### src/rtl/spim_boot_pkg.sv
// spim_boot_pkg
//   Shared AHB-lite definitions and sequencer state encoding for spim_boot.
//   Contents: state_e (sequencer states), HTRANS/HRESP/HSIZE constants,
//   the SPI master control-register address, and a helper that flags the
//   states in which an AHB address phase is being presented.
package spim_boot_pkg;

   typedef enum logic [3:0] {
      ST_WAIT_INIT = 4'd0,
      ST_CFG_A     = 4'd1,
      ST_CFG_D     = 4'd2,
      ST_RD_A      = 4'd3,
      ST_RD_D      = 4'd4,
      ST_WR_A      = 4'd5,
      ST_WR_D      = 4'd6,
      ST_DONE      = 4'd7,
      ST_ERR       = 4'd8
   } state_e;

   localparam logic [1:0]  HTRANS_IDLE    = 2'b00;
   localparam logic [1:0]  HTRANS_NONSEQ  = 2'b10;
   localparam logic [1:0]  HRESP_OKAY     = 2'b00;
   localparam logic [2:0]  HSIZE_WORD     = 3'b010;
   localparam logic [31:0] SPIM_CTRL_ADDR = 32'h0800_000C;

   function automatic logic is_addr_state(input state_e s);
      return (s == ST_CFG_A) || (s == ST_RD_A) || (s == ST_WR_A);
   endfunction

endpackage

### src/rtl/spim_boot.sv
// spim_boot
//   Boot sequencer: waits for the SPI flash master to finish power-up,
//   programs its control register, then copies WORD_CNT words from the flash
//   read window to SRAM over a single-master, non-pipelined AHB-lite port,
//   accumulating a 32-bit checksum of every word read. The CPU is held in
//   reset until the copy completes.
// Ports
//   HCLK, HRST          clock, synchronous active-high reset
//   Initialized         SPI master power-up done
//   M_H*                AHB-lite master interface
//   CPU_RST             1 until the copy has completed
//   BOOT_DONE/BOOT_ERR  terminal status (registered)
//   CHECKSUM            modulo-2^32 sum of all words read
module spim_boot
   import spim_boot_pkg::*;
#(
   parameter logic [25:0] CTRL_WORD = 26'h0_0B_0004,
   parameter logic [31:0] SRC_BASE  = 32'h0000_0000,
   parameter logic [31:0] DST_BASE  = 32'h2000_0000,
   parameter logic [15:0] WORD_CNT  = 16'd256,
   parameter logic [31:0] INIT_TMO  = 32'h0003_0D40
) (
   input  logic        HCLK,
   input  logic        HRST,
   input  logic        Initialized,
   output logic [1:0]  M_HTRANS,
   output logic [31:0] M_HADDR,
   output logic        M_HWRITE,
   output logic [2:0]  M_HSIZE,
   output logic [31:0] M_HWDATA,
   input  logic [31:0] M_HRDATA,
   input  logic        M_HREADY,
   input  logic [1:0]  M_HRESP,
   output logic        CPU_RST,
   output logic        BOOT_DONE,
   output logic        BOOT_ERR,
   output logic [31:0] CHECKSUM
);

   state_e      state_q, state_d;
   logic [31:0] cnt_q, cnt_d;
   logic [15:0] idx_q, idx_d;
   logic [31:0] data_q, data_d;
   logic [31:0] csum_q, csum_d;
   logic        cpu_rst_q, done_q, err_q;

   logic        data_ok;
   logic        data_bad;
   logic [31:0] byte_off;

   assign data_ok  = M_HREADY && (M_HRESP == HRESP_OKAY);
   assign data_bad = M_HREADY && (M_HRESP != HRESP_OKAY);
   assign byte_off = {14'd0, idx_q, 2'b00};

   always_ff @(posedge HCLK) begin
      if (HRST) begin
         state_q   <= ST_WAIT_INIT;
         cnt_q     <= 32'd0;
         idx_q     <= 16'd0;
         data_q    <= 32'd0;
         csum_q    <= 32'd0;
         cpu_rst_q <= 1'b1;
         done_q    <= 1'b0;
         err_q     <= 1'b0;
      end else begin
         state_q   <= state_d;
         cnt_q     <= cnt_d;
         idx_q     <= idx_d;
         data_q    <= data_d;
         csum_q    <= csum_d;
         // Status flops follow the next state so they line up with state_q.
         cpu_rst_q <= (state_d != ST_DONE);
         done_q    <= (state_d == ST_DONE);
         err_q     <= (state_d == ST_ERR);
      end
   end

   always_comb begin
      state_d = state_q;
      cnt_d   = cnt_q;
      idx_d   = idx_q;
      data_d  = data_q;
      csum_d  = csum_q;
      case (state_q)
         ST_WAIT_INIT: begin
            cnt_d = cnt_q + 32'd1;
            if (Initialized)              state_d = ST_CFG_A;
            else if (cnt_q == INIT_TMO)   state_d = ST_ERR;
         end
         ST_CFG_A: if (M_HREADY) state_d = ST_CFG_D;
         ST_CFG_D: begin
            if (data_bad)     state_d = ST_ERR;
            else if (data_ok) state_d = (WORD_CNT == 16'd0) ? ST_DONE : ST_RD_A;
         end
         ST_RD_A: if (M_HREADY) state_d = ST_RD_D;
         ST_RD_D: begin
            if (data_bad) begin
               state_d = ST_ERR;
            end else if (data_ok) begin
               data_d  = M_HRDATA;
               csum_d  = csum_q + M_HRDATA;
               state_d = ST_WR_A;
            end
         end
         ST_WR_A: if (M_HREADY) state_d = ST_WR_D;
         ST_WR_D: begin
            if (data_bad) begin
               state_d = ST_ERR;
            end else if (data_ok) begin
               idx_d = idx_q + 16'd1;
               // 17-bit compare so idx+1 cannot wrap at WORD_CNT=16'hFFFF.
               state_d = (({1'b0, idx_q} + 17'd1) < {1'b0, WORD_CNT}) ? ST_RD_A : ST_DONE;
            end
         end
         ST_DONE: state_d = ST_DONE;
         ST_ERR:  state_d = ST_ERR;
         default: state_d = ST_ERR;
      endcase
   end

   // Bus outputs decode the current state only. Each address/data state pair
   // drives the same address and control, so everything stays put while the
   // slave stretches a phase with HREADY low.
   always_comb begin
      M_HTRANS = is_addr_state(state_q) ? HTRANS_NONSEQ : HTRANS_IDLE;
      M_HSIZE  = HSIZE_WORD;
      M_HADDR  = 32'd0;
      M_HWRITE = 1'b0;
      M_HWDATA = 32'd0;
      case (state_q)
         ST_CFG_A: begin
            M_HADDR  = SPIM_CTRL_ADDR;
            M_HWRITE = 1'b1;
         end
         ST_CFG_D: begin
            M_HADDR  = SPIM_CTRL_ADDR;
            M_HWRITE = 1'b1;
            M_HWDATA = {6'b0, CTRL_WORD};
         end
         ST_RD_A, ST_RD_D: M_HADDR = SRC_BASE + byte_off;
         ST_WR_A: begin
            M_HADDR  = DST_BASE + byte_off;
            M_HWRITE = 1'b1;
         end
         ST_WR_D: begin
            M_HADDR  = DST_BASE + byte_off;
            M_HWRITE = 1'b1;
            M_HWDATA = data_q;
         end
         default: ;
      endcase
   end

   assign CPU_RST   = cpu_rst_q;
   assign BOOT_DONE = done_q;
   assign BOOT_ERR  = err_q;
   assign CHECKSUM  = csum_q;

endmodule

### config.mk
export PLATFORM = sky130hd
export DESIGN_NAME = spim_boot
export DESIGN_NICKNAME = d
export VERILOG_FILES = /design/src/rtl/spim_boot_pkg.sv /design/src/rtl/spim_boot.sv
export SDC_FILE = /design/constraint.sdc
export NUM_CORES = 1
export LEC_CHECK = 0
export BUFFER_PORTS_ARGS = -buffer_cell sky130_fd_sc_hd__buf_4
export CAP_MARGIN = 20
export CORE_ASPECT_RATIO = 1.25
export CORE_MARGIN = 1
export CORE_UTILIZATION = 45
export CTS_BUF_LIST = sky130_fd_sc_hd__clkbuf_2
export DETAILED_ROUTE_END_ITERATION = 12
export PLACE_DENSITY = 0.67
export SYNTH_ARGS = -nofsm -noshare
export SYNTH_HDL_FRONTEND = slang
export SYNTH_SLANG_ARGS = --single-unit
### constraint.sdc
create_clock -name HCLK -period 7.6 [get_ports HCLK]
set_clock_uncertainty 0.2 [all_clocks]
set_input_delay 1.14 -clock HCLK [delete_from_list [all_inputs] [get_ports HCLK]]
set_output_delay 1.14 -clock HCLK [all_outputs]
set_load 0.1 [all_outputs]
==> flow_summary_export.csv <==
group,metric,value,unit
sta,drv_slew,0,
die,ios,143,
power_and_ir_drop,seqPwrFrac,52.6,%
cells_and_area,num-nets-final,1078,
power_and_ir_drop,powerDensity,149,mW/mm²
place,dp_hpwl,12000,µm
route,drc,0,
cts,root_buffer,"clkbuf_2",
logic_synthesis,synth_top_cell_area_share,34.5,%
cts,clk_pin_slew,0.17,ns
cts,cts_resized,0,
cells_and_area,fillers,1510,
sta,fin_crit_sh,57.9,%
sta,setup_viol,0,
route,drt_iter0_markers,315,
logic_synthesis,synth_compound_area_share,16.0,%
run,max_cap_violations,0,
die,die_area,0.0158,mm²
worst_setup_path,cp_cell_sequence,"nand2_1, or2_2, a21oi_1, and2_1, buf_4",
power_and_ir_drop,swShare,29.8,%
logic_synthesis,synth_xor_area_share,8.00,%
logic_synthesis,synth_most_common_cell,"nand2_1",
logic_synthesis,synthArstFlopShare,0,%
route,wirelength,16700,µm
min_path,hold_class,"flop to flop",
place,gp_congestion,0.860,
place,portBuffers,124,
grt,antenna_found_initial,1,
worst_setup_path,critPathKind,"flop to primary output",
logic_synthesis,synth_edf_count,0,
power_and_ir_drop,power.switching,358,µW
logic_synthesis,yosys.area.top_type,"dfxtp_1",
grt,grt_pass1_wl,27600,µm
worst_setup_path,path_delay_family,"compound AO/OA/AOI/OAI gates",
worst_setup_path,path_max_fanout,16,
grt,grt_pass1_vias,5724,
die,fp-row-count,50,
logic_synthesis,synth_commonest_cells,"nand2_1, dfxtp_1, a21oi_1",
sta,setup_ws,3.20,ns
sta,period_minus_slack,4.40,ns
cells_and_area,regArea,0.00238,mm²
logic_synthesis,yosys.area_share.simple,28.4,%
logic_synthesis,ys_seq_area_share,34.5,%
die,die_width,113,µm
die,coreArea,0.0150,mm²
worst_setup_path,cp-start-kind,"flop",
sta,max_freq,0.227,GHz
route,via_per_inst,5.25,
grt,grt_overflow,0,
power_and_ir_drop,p_leak,3.36,nW
route,num_vias,6304,
cts,clockBufferDepth,2,
logic_synthesis,synth.distinct_cells,62,
worst_setup_path,regToRegSetupSlack,4.18,ns
logic_synthesis,synthMuxAreaShare,0.744,%
worst_setup_path,crit_arrival,3.06,ns
power_and_ir_drop,p_int,846,µW
cts,cts_made_buffers,17,
grt,grt_max_degree,71,
place,pre_cts_ws,3.32,ns
logic_synthesis,ys_seq_elements,119,
power_and_ir_drop,comb_power_share,13.3,%
route,wl_per_cell,13.9,µm
sta,finalHoldViolations,0,
route,drtAntennaViolNets,0,
worst_setup_path,cp_slowest_cell,"a21oi_1",
worst_setup_path,end_kind,"primary output",
cells_and_area,drive_gt1_share,16.7,%
power_and_ir_drop,ir_worst_vdd,0.0731,mV
route,dr.pass1.iters,4,
cts,h-tree-depth,4,
die,chipHeight,140,µm
cts,post_cts_buffers,0,
status,status,"finished, final reports clean",
worst_setup_path,critPathBufInv,1,
sta,rsz0062_at_grt,"false",
die,initial_utilization,46.1,%
cts,cts_hold_buffers,0,
logic_synthesis,synth_adder_area_share,6.46,%
logic_synthesis,synth_cells,901,
cells_and_area,area_growth,17.2,%
logic_synthesis,synth_area_per_cell,7.66,µm²
worst_setup_path,crit_path_max_incr_delay,0.78,ns
power_and_ir_drop,power.share.clock,34.1,%
sta,tightest_slew,1.03,ns
cells_and_area,multi_input_area,0.00419,mm²
logic_synthesis,synth_area,0.00690,mm²
worst_setup_path,worst_ep_required_time,6.26,ns
grt,track_usage,21.9,%
cts,clock_sinks,119,
logic_synthesis,synthTopCellsByArea,"dfxtp_1, nand2_1, a21oi_1, ha_1, xor2_1",
sta,max_slew_margin,31.6,%
logic_synthesis,synth_top_family_by_area,"simple AND/OR/NAND/NOR gates",
cts,cts_tree,"yes",
logic_synthesis,yosys_warnings,0,
cts,clock_latency,0.69,ns
logic_synthesis,ys.flop_type,"dfxtp_1",
sta,finalSetupTns,0,ns
[final timing paths]
check        cells after the start                     start                   endpoint
max                              5     state_q[1]$_SDFF_PP0_                M_HADDR[17]
min                              2   data_q[14]$_SDFFE_PP0P_    data_q[14]$_SDFFE_PP0P_
max reg2reg                     12  CHECKSUM[0]$_SDFFE_PP0P_  CHECKSUM[30]$_SDFFE_PP0P_
min reg2reg                      2   data_q[14]$_SDFFE_PP0P_    data_q[14]$_SDFFE_PP0P_
[per-stage QoR]
stage          power (mW)  utilization, %  instance area [µm²]  hold slack, ns  instances
2_1_floorplan       0.777               -                 6960           0.232        917
3_3_place_gp        0.807            52.5                 7850           0.237       1168
3_5_place_dp        0.807            52.5                 7850           0.242       1168
4_1_cts              1.22            54.1                 8080           0.263       1200
5_1_grt              1.27            54.1                 8090           0.283       1201
6_report             1.20            54.1                 8090           0.260       1201
[logic make-up (layout without fill, tap and decap cells)]
logic type,Yosys count,count (layout)
DFF,119,119
and+or+nand+nor,403,403
muxes,5,5
other,2,19
adders and majority gates,35,35
xor gates and xnor gates,63,63
AOI/OAI and AO/OA,189,189
buffers and inverters,85,186
[layout by cell type, fill, tap and decap left out, types with 5 or more instances in the layout]
cell,netlist,final
nand2_1,154,154
o31ai_1,7,7
nor2_1,83,82
clkinv_1,0,7
nand4_1,13,13
and2_1,45,45
a21o_1,9,9
and3_1,8,8
nor3_1,14,14
o21ai_0,28,28
nand3b_1,6,6
nor2b_1,10,10
inv_1,27,27
or3_1,11,11
dfxtp_1,119,119
o211ai_1,7,7
ha_1,34,34
a21oi_1,107,107
xor2_1,38,38
conb_1,2,18
clkbuf_2,0,19
nor4_1,8,8
xnor2_1,25,25
a211oi_1,5,5
nand3_1,26,26
buf_4,18,127
[per-layer routing]
metal / wire length, µm / vias to the layer above / track usage, % / part of all wire (%)
li1: - / 3250 / - / -
met1: 7600 / 2873 / 26.7 / 46
met2: 8090 / 159 / 37.8 / 48
met3: 702 / 22 / 4.54 / 4.2
met4: 302 / 0 / 7.79 / 1.8
met5: 0 / - / 0 / 0
[registers in the layout, summed over array words and instances, names as in the netlist]
signal	count
CHECKSUM	32
cnt_q	32
data_q	32
idx_q	16
state_q	4
BOOT_DONE	1
BOOT_ERR	1
CPU_RST	1
[cell type report]
class                   instances  share of cell area (%)
repair buffers                127                    11.8
clock buffers                  19                    1.18
inverters                      27                    1.25
diodes                          1                  0.0309
clock inverters                13                    1.69
flip-flops and latches        119                    29.5
multi-input cells             713                    51.8
well taps                     182                    2.82
[power groups by stage]
stage	registers (mW)	logic, mW	clock network (mW)
6_report	0.633	0.160	0.411
3_3_place_gp	0.647	0.160	0
5_1_grt	0.635	0.171	0.463
2_1_floorplan	0.645	0.132	0
4_1_cts	0.634	0.161	0.429
3_5_place_dp	0.647	0.160	0
[tightest hold or removal path: stages, from the launching register on]
cell and delay [ns]:
dfxtp_1 0.33, nand2_1 0.05, a21oi_1 0.05
No activity file was read; power rests on OpenSTA's default activity.
